[config.mk]
export PLATFORM = sky130hd
export DESIGN_NAME = instruction_fetch_unit
export DESIGN_NICKNAME = d
export VERILOG_FILES = /design/src/rtl/instruction_utilities.sv /design/src/rtl/instruction_fetch_unit_fifo.sv /design/src/rtl/instruction_fetch_unit.sv
export SDC_FILE = /design/constraint.sdc
export NUM_CORES = 1
export LEC_CHECK = 0
export CAP_MARGIN = 20
export CORE_UTILIZATION = 30
export DETAILED_ROUTE_END_ITERATION = 10
export PLACE_DENSITY_LB_ADDON = 0.25
export SYNTH_ARGS = -nofsm -noshare
export SYNTH_HDL_FRONTEND = slang
export SYNTH_HIERARCHICAL = 1
export SYNTH_SLANG_ARGS = --single-unit
[constraint.sdc]
create_clock -name clk -period 15.5 [get_ports clk]
set_input_delay 2.325 -clock clk [delete_from_list [all_inputs] [get_ports clk]]
set_output_delay 2.325 -clock clk [all_outputs]
set_load 0.05 [all_outputs]
[src/rtl/instruction_utilities.sv]
// Shared types for the instruction front end: fetch queue entry, fetch
// controller state and small address helpers.
package instruction_utilities;

   // One buffered fetch result; a faulted entry carries a zero instruction word.
   typedef struct packed {
      logic [31:0] inst;
      logic [31:0] pc;
      logic        fault;
   } fetch_entry_t;

   typedef enum logic [0:0] {
      FETCH_RUN  = 1'b0,
      FETCH_HALT = 1'b1
   } fetch_state_t;

   // Canonical no-op (addi x0, x0, 0), kept here for reference by other blocks.
   localparam logic [31:0] NOP_ENCODING = 32'h0000_0013;

   // Fetch addresses are always word aligned; the low two bits are dropped.
   function automatic logic [31:0] word_align(input logic [31:0] addr);
      return addr & 32'hFFFF_FFFC;
   endfunction

endpackage

[src/rtl/instruction_fetch_unit_fifo.sv]
// In-order queue of fetch entries with flush. The head entry is held in its
// own register so the decoder-facing outputs come straight from flops.
module fetch_fifo
   import instruction_utilities::*;
#(
   parameter int DEPTH = 4,
   localparam int CW   = $clog2(DEPTH + 1)
) (
   input  logic          clk,
   input  logic          rst,
   input  logic          flush_i,
   input  logic          push_i,
   input  fetch_entry_t  din_i,
   input  logic          pop_i,
   output fetch_entry_t  head_o,
   output logic          empty_o,
   output logic          full_o,
   output logic [CW-1:0] count_o
);

   localparam int PW = $clog2(DEPTH);

   fetch_entry_t  mem_q [DEPTH];
   fetch_entry_t  head_q, head_d;
   logic [PW-1:0] rd_q, wr_q, rd_d;
   logic [CW-1:0] cnt_q, cnt_d;
   logic          vld_q;

   // Next head: the freshly pushed word when nothing else remains, otherwise
   // the oldest stored word after an optional pop.
   always_comb begin
      rd_d   = rd_q + PW'(pop_i);
      cnt_d  = cnt_q + CW'(push_i) - CW'(pop_i);
      head_d = head_q;
      if (cnt_d != '0) begin
         if (push_i && ((cnt_q - CW'(pop_i)) == '0)) head_d = din_i;
         else                                       head_d = mem_q[rd_d];
      end
   end

   // Entry storage; contents are only meaningful between the pointers.
   always_ff @(posedge clk) begin
      if (push_i && !flush_i) mem_q[wr_q] <= din_i;
   end

   // Pointers, count, head register and head-valid flag.
   always_ff @(posedge clk) begin
      if (rst) begin
         rd_q   <= '0;
         wr_q   <= '0;
         cnt_q  <= '0;
         vld_q  <= 1'b0;
         head_q <= '0;
      end else if (flush_i) begin
         rd_q   <= '0;
         wr_q   <= '0;
         cnt_q  <= '0;
         vld_q  <= 1'b0;
      end else begin
         rd_q   <= rd_d;
         wr_q   <= wr_q + PW'(push_i);
         cnt_q  <= cnt_d;
         vld_q  <= (cnt_d != '0);
         head_q <= head_d;
      end
   end

   assign head_o  = head_q;
   assign empty_o = !vld_q;
   assign full_o  = (cnt_q == CW'(DEPTH));
   assign count_o = cnt_q;

endmodule

[src/rtl/instruction_fetch_unit.sv]
// Sequential instruction fetch: issues word requests under a credit limit,
// buffers responses in order and hands them to the decoder over the
// active-low n_irdy / n_stall handshake. Redirects flush and refetch; a bus
// error halts fetching until the next redirect.
module instruction_fetch_unit
   import instruction_utilities::*;
#(
   parameter int          DEPTH    = 4,
   parameter logic [31:0] RESET_PC = 32'h0000_0000
) (
   input  logic        clk,
   input  logic        rst,
   input  logic        redirect,
   input  logic [31:0] redirect_pc,
   output logic        imem_req,
   output logic [31:0] imem_addr,
   input  logic        imem_gnt,
   input  logic        imem_rvalid,
   input  logic [31:0] imem_rdata,
   input  logic        imem_err,
   output logic [31:0] instruction,
   output logic [31:0] inst_pc,
   output logic        fetch_fault,
   output logic        n_irdy,
   input  logic        n_stall
);

   localparam int CW = $clog2(DEPTH + 1);
   localparam int SW = CW + 1;

   fetch_state_t  state_q, state_d;
   logic          req_q, req_d;
   logic [31:0]   pc_q, pc_d;
   logic [31:0]   rsp_pc_q, rsp_pc_d;
   logic [CW-1:0] out_q, out_d;
   logic [CW-1:0] disc_q, disc_d;
   logic [CW-1:0] occ;
   logic [SW-1:0] occ_n, sum_n;
   logic          accept, keep, push, pop, q_empty, q_full;
   fetch_entry_t  entry, head;

   // A redirect withdraws the pending request in the same cycle.
   assign imem_req  = req_q && !redirect;
   assign imem_addr = pc_q;
   assign accept    = imem_req && imem_gnt;
   assign keep      = imem_rvalid && (disc_q == '0) && !redirect;
   assign push      = keep && (!q_full || pop);
   assign pop       = !q_empty && n_stall && !redirect;
   assign entry     = '{inst: (imem_err ? 32'h0 : imem_rdata), pc: rsp_pc_q, fault: imem_err};

   fetch_fifo #(.DEPTH(DEPTH)) u_fifo (
      .clk     (clk),
      .rst     (rst),
      .flush_i (redirect),
      .push_i  (push),
      .din_i   (entry),
      .pop_i   (pop),
      .head_o  (head),
      .empty_o (q_empty),
      .full_o  (q_full),
      .count_o (occ)
   );

   // Fetch control: PC tracking, in-flight / discard accounting, halt on
   // error, and a request only while buffered plus in-flight words leave room.
   always_comb begin
      state_d  = state_q;
      pc_d     = pc_q;
      rsp_pc_d = rsp_pc_q;
      disc_d   = disc_q;
      out_d    = out_q + CW'(accept) - CW'(imem_rvalid);
      occ_n    = SW'(occ) + SW'(push) - SW'(pop);
      if (accept) pc_d = pc_q + 32'd4;
      if (imem_rvalid && (disc_q != '0)) disc_d = disc_q - CW'(1);
      if (push) begin
         rsp_pc_d = rsp_pc_q + 32'd4;
         if (imem_err) state_d = FETCH_HALT;
      end
      if (redirect) begin
         state_d  = FETCH_RUN;
         pc_d     = word_align(redirect_pc);
         rsp_pc_d = word_align(redirect_pc);
         disc_d   = out_d;
         occ_n    = '0;
      end
      sum_n = occ_n + SW'(out_d);
      req_d = (req_q && !accept && !redirect) ||
              ((state_d == FETCH_RUN) && (sum_n < SW'(DEPTH)));
   end

   // Control registers; reset drops every in-flight request.
   always_ff @(posedge clk) begin
      if (rst) begin
         state_q  <= FETCH_RUN;
         req_q    <= 1'b0;
         pc_q     <= RESET_PC;
         rsp_pc_q <= RESET_PC;
         out_q    <= '0;
         disc_q   <= '0;
      end else begin
         state_q  <= state_d;
         req_q    <= req_d;
         pc_q     <= pc_d;
         rsp_pc_q <= rsp_pc_d;
         out_q    <= out_d;
         disc_q   <= disc_d;
      end
   end

   assign instruction = head.inst;
   assign inst_pc     = head.pc;
   assign fetch_fault = head.fault;
   assign n_irdy      = q_empty;

endmodule

==> run_results.csv, run 1 <==
group,metric,value,unit
status,status,"complete, no violations",
critical_path,worstPathMaxFanout,43,
pwr,p_sw,0.759,mW
min_path,holdPathStages,2,
global_route,track_usage,15.1,%
global_route,grt_max_degree,89,
pwr,clkPwrFrac,39.5,%
pwr,combPwrFrac,15.5,%
logic_synthesis,synth_warnings,6,
critical_path,crit_path_top_delay_cell,"clkdlybuf4s50_1",
detailed_routing,met1Wirelength,20300,um
clocking,clkTransAtPathRegs,0.05,ns
sta,final-setup-viol-count,0,
critical_path,cp_data_required_time,13.18,ns
critical_path,crit_start,"redirect",
sta,hold_viol,0,
clocking,cts_tree,"done",
floorplan,start_util,30.4,%
sta,relSlewSlack,27.0,%
critical_path,worstSetupEndpointType,"output pin",
pwr,p_per_area,130,nW/um2
critical_path,cp-start-kind,"input port",
floorplan,die-width,241,um
detailed_routing,vias,11100,
detailed_routing,drt_iter0_drc,471,
logic_synthesis,synth.avg_cell_area,13.1,um2
logic_synthesis,synth-edff-count,260,
global_route,grt_antenna_before_repair,1,
sta,fin_crit,6.21,ns
placed_design,place_area,19500,um2
logic_synthesis,async_flop_share,0,%
sta,fin_setup_tns,0,ns
critical_path,crit_type,"input port to output pin",
clocking,htreeDepth,2,
cells_and_area,layout.nets,1553,
min_path,hold_start,"u_fifo/head_o[40]",
sta,skew,0.0190,ns
logic_synthesis,ys_ff_latch,401,
detailed_routing,wl_per_cell,19.5,um
detailed_routing,routed_via_density,4.90,
clocking,clockBufferDepth,3,
detailed_routing,ant_nets,0,
critical_path,critPathMaxStageDelay,0.85,ns
cells_and_area,drive_above_1_share,17.1,%
min_path,worstHoldPathType,"register to register",
run,drv_cap,0,
detailed_routing,top_layer,"met4",
sta,timing.final.crit_share,40.0,%
sta,timing.fmax,161,MHz
clocking,ctsHoldBuffers,0,
floorplan,top_level_ports,170,
clocking,cts_resized,0,
cells_and_area,area_delta_synth_final,22.7,%
pwr,power_leakage,6.91,nW
clocking,cts.sink_count,401,
placed_design,dpl.hpwl,25000,um
floorplan,dieArea,58100,um2
detailed_routing,drtPass1Iterations,5,
detailed_routing,wirelength,43900,um
pwr,p_int,1.99,mW
logic_synthesis,ys_seq_area_share,62.0,%
detailed_routing,drc,0,
floorplan,rows,87,
logic_synthesis,syn-cell-area,17200,um2
pwr,p_sw_share,27.7,%
critical_path,crit_chain,"buf_2 -> buf_4 -> nor2b_1 -> clkdlybuf4s50_1",
clocking,clock_latency,0.57,ns
critical_path,worstPathArrival,3.88,ns
detailed_routing,met2WireLength,20600,um
global_route,grt_pass1_wl,66900,um
clocking,cts_buffers,46,
sta,rsz0062_at_grt,"no",
logic_synthesis,synthFlopType,"edfxtp_1",
cells_and_area,fill_cells,5518,
logic_synthesis,netlist_instances,1305,
global_route,grt-ovfl-total,0,
global_route,grt_pass1_vias,11100,
pwr,peakVddDrop,76.3,uV
detailed_routing,dr_wl_met3,2200,um
pwr,p_seq_share,45.0,%
cells_and_area,final_area,21000,um2
logic_synthesis,ys_types,66,
critical_path,reg2regPathDepth,13,
placed_design,io_buffers,165,
floorplan,die_height,241,um
clocking,cts_root_buf,"clkbuf_16",
floorplan,core_area,56400,um2
placed_design,gp_congestion,0.776,
sta,worst_pin_slew,1.09,ns
sta,slew_violations,0,
critical_path,r2r_start,"u_fifo/vld_q",
clocking,post_cts_buffers,0,
-- critical path: cells and delay by family --
kind | cells | cell delay [ns]
buffers and inverters | 3 | 1.22
and+or+nand+nor | 1 | 0.30
-- metrics by stage --
step	hold WS, ns	instances	setup WS, ns	util, %	power (mW)
after detailed placement	0.493	2170	8.99	34.7	1.69
after floorplan	0.477	1316	6.98	-	1.54
after global placement	0.487	2170	9.06	34.7	1.68
after global routing	0.523	2256	9.23	37.3	2.86
after CTS	0.501	2256	9.28	37.3	2.79
final	0.496	2257	9.29	37.3	2.75
-- final cells by class --
| class | count | area (um2) | share of cell area (%) |
|---|---|---|---|
| clock buffers | 61 | 1240 | 5.88 |
| clock inverters | 25 | 259 | 1.23 |
| diodes | 1 | 2.50 | 0.0119 |
| repair buffers | 184 | 1780 | 8.47 |
| inverters | 28 | 105 | 0.499 |
| well taps | 756 | 946 | 4.50 |
| flip-flops and latches | 401 | 10600 | 50.5 |
| multi-input cells | 801 | 6080 | 28.9 |
-- path summary, 6_finish.rpt --
path	end	slack [ns]
hold / removal	u_fifo/head_o[40]	0.50
setup reg to reg	u_fifo/head_o[50]	11.48
setup / recovery	imem_req	9.29
hold reg to reg	u_fifo/head_o[40]	0.50
-- logic make-up after synthesis --
group | after synthesis | share of synthesized area, %
flops | 401 | 62.0
compound gates | 238 | 11.4
xor+xnor | 55 | 2.90
buf+inv | 114 | 3.19
simple gates | 343 | 10.1
mux | 133 | 8.78
fa+ha+maj | 20 | 1.59
other cells | 1 | 0.0219
-- routing by layer --
| metal | up-vias | global-route usage, % |
|---|---|---|
| li1 | 5216 | - |
| met3 | 57 | 3.18 |
| met2 | 242 | 24.9 |
| met1 | 5544 | 20.1 |
| met5 | - | 0 |
| met4 | 0 | 3.84 |
-- flip-flops by register name (all words and copies together) (netlist names), 2 cells and up --
register        flops
u_fifo/count_o      3
imem_addr          30
u_fifo/wr_q         2
u_fifo/head_o      65
u_fifo/rd_q         2
u_fifo/mem_q      260
out_q               3
disc_q              3
rsp_pc_q           30
-- power groups by stage --
stage	registers (mW)	clock network, mW	logic (mW)
2_1_floorplan	1.36	0	0.182
3_3_place_gp	1.26	0	0.427
3_5_place_dp	1.26	0	0.429
4_1_cts	1.24	1.12	0.431
5_1_grt	1.24	1.16	0.459
6_report	1.24	1.08	0.426
-- synth_stat cells (all sizes together), types with 2 or more instances --
library cell    n  share of area (%)
edfxtp        260                 46
dfxtp         141                 16
mux2          130                8.5
nand2         100                2.2
nor2           90                2.0
a311oi         67                4.2
a22oi          66                2.9
buf            55                1.9
nor2b          39                1.4
clkbuf         31               0.68
nand4          31                1.3
xor2           30                1.5
a21boi         29                1.3
inv            28               0.61
xnor2          24                1.2
nand3          20               0.58
a21oi          19               0.62
o21a           19               0.83
ha             17                1.2
and3           12               0.44
nor3           11               0.32
a211oi         10               0.53
and2            9               0.33
and4            9               0.46
o21ai           8               0.23
nor4            7               0.43
a31oi           6               0.22
and3b           3               0.15
fa              3               0.35
or3             3               0.11
mux2i           2               0.12
nand2b          2              0.073
o21ba           2               0.12
o22ai           2              0.073
o31ai           2              0.088
or2             2              0.088
-- cells in the final DEF (no fill, tap or decap), types with 39 or more instances in the layout --
cell,count
edfxtp_1,260
dfxtp_1,141
a311oi_1,47
nor2_1,89
mux2_2,128
nand2_1,98
a22oi_1,66
clkbuf_16,46
nor2b_1,39
clkdlybuf4s50_1,162
Power figures use the tool's default switching activity.
==> run 2, diff against run 1 <==
==> constraint.sdc (replaced) <==
create_clock -name clk -period 5.5 [get_ports clk]
set_input_delay 0.825 -clock clk [delete_from_list [all_inputs] [get_ports clk]]
set_output_delay 0.825 -clock clk [all_outputs]
set_load 0.05 [all_outputs]
==> run 2 against run 1 <==
Critical path depth is 10 higher. Die area stayed put. Clock skew hardly changed. Global-route usage is 0.17 points lower. Critical path type is now input port to register. Sequential share of layout area hardly changed. Final cell count is 0.13% lower. Clock-buffer cell count is 5 higher. First-iteration DRC count is 29% higher. Flip-flop and latch count stayed put. Hold slack better by 0.0024 ns. Register-to-register slack worse by 9.4 ns. Via count is 1.1% lower.
==> run_results.csv, run 2 (synthesized netlist as in run 1, its figures left out) <==
group,metric,value,unit
critical_path,worstPathArrival,4.13,ns
detailed_routing,routed_via_density,4.85,
sta,final-setup-viol-count,0,
critical_path,critPathMaxStageDelay,0.63,ns
floorplan,die-width,241,um
global_route,met3_usage,2.68,%
detailed_routing,wl_per_cell,19.0,um
sta,hold_viol,0,
global_route,grt_pass1_wl,66200,um
run,drv_cap,0,
clocking,clockBufferDepth,3,
min_path,hold_start,"u_fifo/head_o[16]",
sta,timing.final.crit_share,67.3,%
cells_and_area,drive_above_1_share,17.3,%
global_route,busiest_layer,"met2",
clocking,cts.sink_count,401,
critical_path,critPathTopFamily,"adder cells",
floorplan,start_util,30.4,%
cells_and_area,post-route-util,37.3,%
cells_and_area,regMostFlops,"u_fifo/mem_q",
sta,skew,0.0194,ns
clocking,cts_root_buf,"clkbuf_16",
detailed_routing,vias,10900,
status,status,"complete, no violations",
critical_path,critPathBufInv,3,
global_route,grtUsageMet2,24.3,%
floorplan,core_area,56400,um2
pwr,p_per_area,360,nW/um2
sta,worst_pin_slew,0.994,ns
detailed_routing,ant_nets,0,
sta,timing.fmax,270,MHz
critical_path,cp_data_required_time,5.93,ns
global_route,grt-ovfl-total,0,
pwr,peakVddDrop,198,uV
critical_path,crit_path_top_delay_cell,"clkdlybuf4s50_1",
sta,rsz0062_at_grt,"no",
cells_and_area,antenna_cells,0,
critical_path,r2r_start,"u_fifo/count_o[1]",
sta,fin_crit,3.70,ns
critical_path,crit_start,"imem_rvalid",
placed_design,post-place-ws,1.22,ns
floorplan,top_level_ports,170,
detailed_routing,drtPass1Iterations,4,
floorplan,dieArea,58100,um2
cells_and_area,most-common-layout-cells,"edfxtp_1, clkdlybuf4s50_1, dfxtp_1",
critical_path,cp-start-kind,"input port",
cells_and_area,final_common_cell,"edfxtp_1",
cells_and_area,largest_register_ffs,260,
global_route,grt_max_degree,132,
cells_and_area,final_area,21000,um2
sta,relSlewSlack,33.7,%
min_path,worstHoldPathType,"register to register",
clocking,clock_latency,0.57,ns
placed_design,io_buffers,165,
critical_path,worstPathMaxFanout,6,
cells_and_area,layout.nets,1553,
detailed_routing,wirelength,42900,um
cells_and_area,area_delta_synth_final,22.6,%
sta,slew_violations,0,
clocking,cts_buffers,46,
critical_path,worstSetupEndpointType,"register",
critical_path,crit_chain,"clkdlybuf4s50_1 -> nand3b_1 -> a211oi_2 -> inv_2 -> ha_1 -> inv_1 -> ha_1 -> fa_1 -> nor2b_1 -> ha_1 -> a41o_1 -> a21oi_1 -> xor2_1 -> o31ai_1",
clocking,ctsHoldBuffers,0,
placed_design,dpl.hpwl,24600,um
critical_path,crit_type,"input port to register",
global_route,use_met1,20.2,%
clocking,post_cts_buffers,0,
clocking,cts_resized,0,
global_route,grt_antenna_before_repair,0,
pwr,power_leakage,6.89,nW
floorplan,rows,87,
detailed_routing,drc,0,
global_route,grt_pass1_vias,11200,
placed_design,gp_congestion,0.733,
global_route,track_usage,14.9,%
clocking,clkTransAtPathRegs,0.06,ns
sta,layout_setup_ws,1.80,ns
clocking,htreeDepth,2,
placed_design,place_area,19600,um2
floorplan,die_height,241,um
clocking,cts_tree,"done",
sta,fin_setup_tns,0,ns
detailed_routing,drt_iter0_drc,607,
critical_path,timing.critical_path.mode_cell,"ha_1",
sta,timing.hold.ws,0.498,ns
run 2: cell types whose count changed in the layout (fill, tap and decap cells not counted), sizes merged:
cell	before	now
clkbuf	61	66
bufinv	5	1
clkinv	17	13
diode	1	0
inv	30	31
run 2: path summary, 6_finish.rpt:
check        slack (ns)  cells after the start           endpoint
max                1.80                     14              req_q
min                0.50                      2  u_fifo/head_o[16]
max reg2reg        2.08                     14              req_q
min reg2reg        0.50                      2  u_fifo/head_o[16]
run 2: per-stage QoR:
| step | instances | power, mW |
|---|---|---|
| 2_1_floorplan | 1316 | 4.33 |
| 3_3_place_gp | 2170 | 4.75 |
| 3_5_place_dp | 2170 | 4.77 |
| 4_1_cts | 2254 | 7.67 |
| 5_1_grt | 2254 | 7.89 |
| 6_report | 2254 | 7.56 |
run 2: cell type report:
type	count	area, um2
flip-flops and latches	401	10600
repair buffers	184	1860
well taps	756	946
inverters	28	105
clock inverters	18	128
multi-input cells	801	6090
fillers	5476	35400
clock buffers	66	1280
run 2: worst min-delay path: cells and delay by family, from the launching register on:
kind | cells | cell delay [ns]
DFF | 1 | 0.31
and+or+nand+nor | 1 | 0.09
AOI/OAI and AO/OA | 1 | 0.05
run 2: layer usage:
| layer | up-vias | part of all wire [%] |
|---|---|---|
| met5 | - | 0 |
| met4 | 0 | 2.1 |
| met3 | 56 | 4.5 |
| met2 | 233 | 47 |
| met1 | 5427 | 47 |
| li1 | 5222 | - |
run 2: where the power goes:
part           switching, mW  total [mW]  internal [mW]
clock network           1.21        2.87           1.66
registers              0.129        3.49           3.36
logic                  0.778        1.20          0.425
